`config.mk`:
```
export PLATFORM = sky130hd
export DESIGN_NAME = counter_scheduler
export DESIGN_NICKNAME = d
export VERILOG_FILES = /design/src/rtl/counter_scheduler.sv
export SDC_FILE = /design/constraint.sdc
export NUM_CORES = 1
export LEC_CHECK = 0
export ABC_AREA = 1
export CAP_MARGIN = 20
export CORE_UTILIZATION = 55
export DETAILED_ROUTE_END_ITERATION = 7
export GPL_ROUTABILITY_DRIVEN = 0
export GPL_TIMING_DRIVEN = 0
export PLACE_DENSITY_LB_ADDON = 0.25
export SYNTH_ARGS = -nofsm -noshare
export SYNTH_HDL_FRONTEND = slang
export SYNTH_SLANG_ARGS = --single-unit
```
`constraint.sdc`:
```
create_clock -name clk -period 4.7 [get_ports clk]
set_input_delay 1.41 -clock clk [delete_from_list [all_inputs] [get_ports clk]]
set_output_delay 1.41 -clock clk [all_outputs]
set_load 0.05 [all_outputs]
```
`src/rtl/counter_scheduler.sv`:
```
// Round-robin scheduler granting bursts of increments to four counters of mixed widths,
// with per-counter wrap pulses and a registered sum of all counters.
module counter_scheduler #(
   parameter int SIZE = 8
) (
   input  logic              clk,
   input  logic              rst,
   input  logic              clr,
   input  logic [3:0]        req,
   input  logic [7:0]        weight,
   output logic [3:0]        gnt,
   output logic              busy,
   output logic [3:0]        wrap,
   output logic [2*SIZE-1:0] sum
);

   localparam int W0 = SIZE;
   localparam int W1 = SIZE / 2;
   localparam int W3 = SIZE / 8;
   localparam int SW = 2 * SIZE;

   typedef enum logic {IDLE, BUSY} state_t;

   state_t        state_q;
   logic [1:0]    last_q;
   logic [3:0]    gnt_q;
   logic [2:0]    rem_q;
   logic [W0-1:0] c0_q, c0_d;
   logic [W1-1:0] c1_q, c1_d;
   logic [W1-1:0] c2_q, c2_d;
   logic [W3-1:0] c3_q, c3_d;
   logic [3:0]    wrap_q, wrap_d;
   logic [SW-1:0] sum_q, sum_d;

   logic [3:0]    inc;
   logic [1:0]    win, idx;
   logic          found;

   // Search upward starting just past the last winner.
   always_comb begin
      win   = last_q;
      idx   = '0;
      found = 1'b0;
      for (int k = 1; k <= 4; k++) begin
         idx = last_q + 2'(k);
         if (!found && req[idx]) begin
            win   = idx;
            found = 1'b1;
         end
      end
   end

   always_comb begin
      inc       = (state_q == BUSY) ? (gnt_q & req) : 4'b0000;
      c0_d      = c0_q + W0'(inc[0]);
      c1_d      = c1_q + W1'(inc[1]);
      c2_d      = c2_q + W1'(inc[2]);
      c3_d      = c3_q + W3'(inc[3]);
      wrap_d[0] = inc[0] & (&c0_q);
      wrap_d[1] = inc[1] & (&c1_q);
      wrap_d[2] = inc[2] & (&c2_q);
      wrap_d[3] = inc[3] & (&c3_q);
      sum_d     = {{(SW-W0){1'b0}}, c0_q} + {{(SW-W1){1'b0}}, c1_q}
                + {{(SW-W1){1'b0}}, c2_q} + {{(SW-W3){1'b0}}, c3_q};
   end

   always_ff @(posedge clk or negedge rst) begin
      if (!rst) begin
         state_q <= IDLE;
         last_q  <= 2'd3;
         gnt_q   <= '0;
         rem_q   <= '0;
         c0_q    <= '0;
         c1_q    <= '0;
         c2_q    <= '0;
         c3_q    <= '0;
         wrap_q  <= '0;
         sum_q   <= '0;
      end else begin
         // sum keeps tracking the counters one cycle late, even through a clear
         sum_q <= sum_d;
         if (clr) begin
            state_q <= IDLE;
            last_q  <= 2'd3;
            gnt_q   <= '0;
            rem_q   <= '0;
            c0_q    <= '0;
            c1_q    <= '0;
            c2_q    <= '0;
            c3_q    <= '0;
            wrap_q  <= '0;
         end else begin
            c0_q   <= c0_d;
            c1_q   <= c1_d;
            c2_q   <= c2_d;
            c3_q   <= c3_d;
            wrap_q <= wrap_d;
            case (state_q)
               IDLE: begin
                  if (found) begin
                     state_q <= BUSY;
                     gnt_q   <= 4'b0001 << win;
                     last_q  <= win;
                     rem_q   <= 3'(weight[{win, 1'b0} +: 2]) + 3'd1;
                  end
               end
               BUSY: begin
                  if (|inc) begin
                     rem_q <= rem_q - 3'd1;
                     if (rem_q == 3'd1) begin
                        state_q <= IDLE;
                        gnt_q   <= '0;
                     end
                  end else begin
                     state_q <= IDLE;
                     gnt_q   <= '0;
                  end
               end
               default: begin
                  state_q <= IDLE;
                  gnt_q   <= '0;
               end
            endcase
         end
      end
   end

   assign gnt  = gnt_q;
   assign busy = (state_q == BUSY);
   assign wrap = wrap_q;
   assign sum  = sum_q;

endmodule

```
==> results.cfg <==
[timing]
fin_crit_ns = 3.342
min_period_over_period_pct = 71.10
worst_clock_skew_ns = 0.005791
worstMarginPinSlew_ns = 0.8455
fin_ws_ns = 1.358
finalSetupTns_ns = 0
setup_viol = 0
slew_violations = 0
max_slew_margin_pct = 43.64
max_freq_mhz = 299.2
hold_viol = 0
fin_hold_ws_ns = 0.5035
rsz0062_at_grt = no

[power]
p_total_mw = 1.399
p_clk_share_pct = 15.5
p_leak_nw = 1.482
powerDensity_nw_per_um2 = 489.1
p_int_uw = 745.7
ir_worst_vdd_mv = 0.4603
power_frac_seq_pct = 31.2
switchingPower_uw = 653.3
pwr-share-comb_pct = 53.3
switching_share_pct = 46.70

[critical_path]
crit_top_cell = nand2_1
path_class = input port to flip-flop
rr_worst_depth = 21
r2r_slack_ns = 2.28
worst_ep_arrival_time_ns = 3.53
end_kind = flip-flop
path_cells = clkdlybuf4s50_1, nand2_1, nand2_1, nand2_2, nand2_2, nand2_1, nand2_1, nand2_1, nand2_1, nand2_2, inv_2, nand2_1, nor2_1, nor2_1, nand2_1, inv_1, ha_1, nand2_1, o21ai_0, nand2_1, o21ai_1
startpoint_type = input port
r2r-end = rem_q[1]
worstReg2RegStart = last_q[0]
required_ns = 4.89
crit_path_max_incr_delay_ns = 0.49
critPathMaxFanout = 5
slowest_stage = clkdlybuf4s50_1

[die]
initial_core_util_pct = 58.45
core_um2 = 4086
io_pins = 40
dieHeight_um = 67.90
num_rows = 23
dieArea_um2 = 4610
die_x_um = 67.90

[global_routing]
grtUsageTotal_pct = 23.23
grt_pass1_wl_mm = 7.872
gr-total-overflow = 0
grt_pass1_vias = 1788
antenna_found_initial = 0
grt_max_degree = 41

[logic_synthesis]
synthesis.area_um2 = 2389
synth_seq_cells = 40
syn_inst = 288
synth_edf_count = 0
yosysWarningCount = 0
syn_area_per_cell_um2 = 8.294
ys_types = 31
yosysSeqAreaShare_pct = 42.01
ys.flop_type = dfrtp_1
ys_async_sr_fraction_pct = 100.0

[clocking]
hold_buffers = 0
clockBufferDepth = 2
cts_resized = 0
cts_tree = done
root_buffer = clkbuf_8
worst_setup_hold_path_clk_slew_ns = 0.07
postCtsSetupBuffers = 0
clk_latency_ns = 0.29
numCtsBuffers = 5
cts_max_level = 2
cts_sinks = 40

[drt]
drt_iter0_markers = 88
ant_nets = 0
wl_mm = 4.652
drcViolationCount = 0
routedWlPerCell_um = 12.15
vias_per_cell = 5.196
dr.pass1.iters = 4
num_vias = 1990

[min_path]
hp-start = c0_q[7]
whs_path_depth = 1
holdPathEnd = sum[7]
holdCritPathClass = flip-flop to flip-flop

[placement]
placed_area_um2 = 2779
io_buffers = 31
dp_slack_ns = 1.060
dp_cells = 375
dpl.hpwl_mm = 3.598

[layout]
fin_nets = 367
final_cell_area_um2 = 2860
fillCellCount = 328
fin_cells = 383
drive_gt1_share_pct = 12.91
area_growth_pct = 19.75
final_util_pct = 69.99
n_antenna_cell = 0

[run]
drv_cap = 0

[run_status]
status = finished, final reports clean
## routing by layer
layer,wire length [um],up-vias,track usage (%)
met5,0,-,0
li1,-,1001,-
met2,2139,45,35.64
met4,82,0,9.375
met3,197,10,4.667
met1,2233,934,32.03
## cell usage after synthesis (3+ instances only)
library cell	instances	area share, %
fa_1	5	4.2
nor4_1	4	1.0
inv_2	5	0.79
buf_4	7	2.2
nand3_1	15	3.1
xnor2_1	4	1.5
o21ai_0	12	2.5
inv_1	27	4.2
xor2_1	6	2.2
nor2_1	37	5.8
nand2_2	14	3.7
ha_1	15	7.9
nand4_1	3	0.79
a21oi_1	12	2.5
o21ai_1	5	1.0
nand2_1	61	9.6
dfrtp_1	38	40
## power by group through the flow
| stage | clock (mW) | sequential (mW) | combinational, mW |
|---|---|---|---|
| final | 0.217 | 0.437 | 0.745 |
| after global routing | 0.238 | 0.443 | 0.844 |
| after detailed placement | 0 | 0.443 | 0.740 |
| after CTS | 0.222 | 0.437 | 0.746 |
| after floorplan | 0 | 0.516 | 0.495 |
| after global placement | 0 | 0.444 | 0.724 |
## worst max-delay path by stage
stage / startpoint / cells past startpoint / end
floorplan: req[2] / 20 / rem_q[1]
finish: req[2] / 21 / rem_q[1]
global route: req[2] / 21 / rem_q[1]
global placement: req[2] / 21 / rem_q[1]
detailed placement: req[2] / 21 / rem_q[1]
CTS: req[2] / 21 / rem_q[1]
## state kept, by name, indices dropped and copies added (netlist names), 2 cells and up
| register | flops |
|---|---|
| c2_q | 4 |
| c0_q | 8 |
| sum | 9 |
| gnt | 4 |
| wrap | 4 |
| last_q | 2 |
| rem_q | 3 |
| c1_q | 4 |
## worst max-delay path, delay by kind of cell
kind | cells | cell delay, ns
simple gates | 15 | 1.13
buf+inv | 3 | 0.62
fa+ha+maj | 1 | 0.27
compound gates | 2 | 0.13
## final cells by class
type,count,area [um2],share of cell area [%]
Buffer,10,71.32,2.493
Clock buffer,7,76.32,2.668
Clock inverter,1,5.005,0.1750
Inverter,33,126.4,4.418
Multi-Input combinational cell,211,1210,42.30
Sequential cell,40,1003,35.08
Tap cell,50,62.56,2.187
Timing Repair Buffer,31,305.3,10.67
## cell families after synthesis
| kind of cell | Yosys count | share of synthesized area (%) |
|---|---|---|
| AO/OA/AOI/OAI | 34 | 7.544 |
| XOR/XNOR | 10 | 3.667 |
| adder cells (fa/ha/maj) | 20 | 12.05 |
| buffers and inverters | 43 | 8.277 |
| flip-flops | 40 | 42.01 |
| other | 1 | 0.1570 |
| AND/OR/NAND/NOR | 140 | 26.30 |
## placed cells by master (no fill, tap or decap), drive strengths merged
cell type,Yosys,routed
a31oi,2,2
clkinv,0,1
o22ai,1,1
xor2,6,6
nand4,3,3
nand2,76,76
clkdlybuf4s50,0,30
nor2,39,39
a21oi,12,12
fa,5,5
dfstp,2,2
xnor2,4,4
nor3,1,1
conb,1,7
a22oi,1,1
ha,15,15
nor4,4,4
buf,8,9
nand3,17,17
inv,33,33
clkbuf,2,9
o21ai,18,18
dfrtp,38,38
Power figures use the tool's default switching activity.
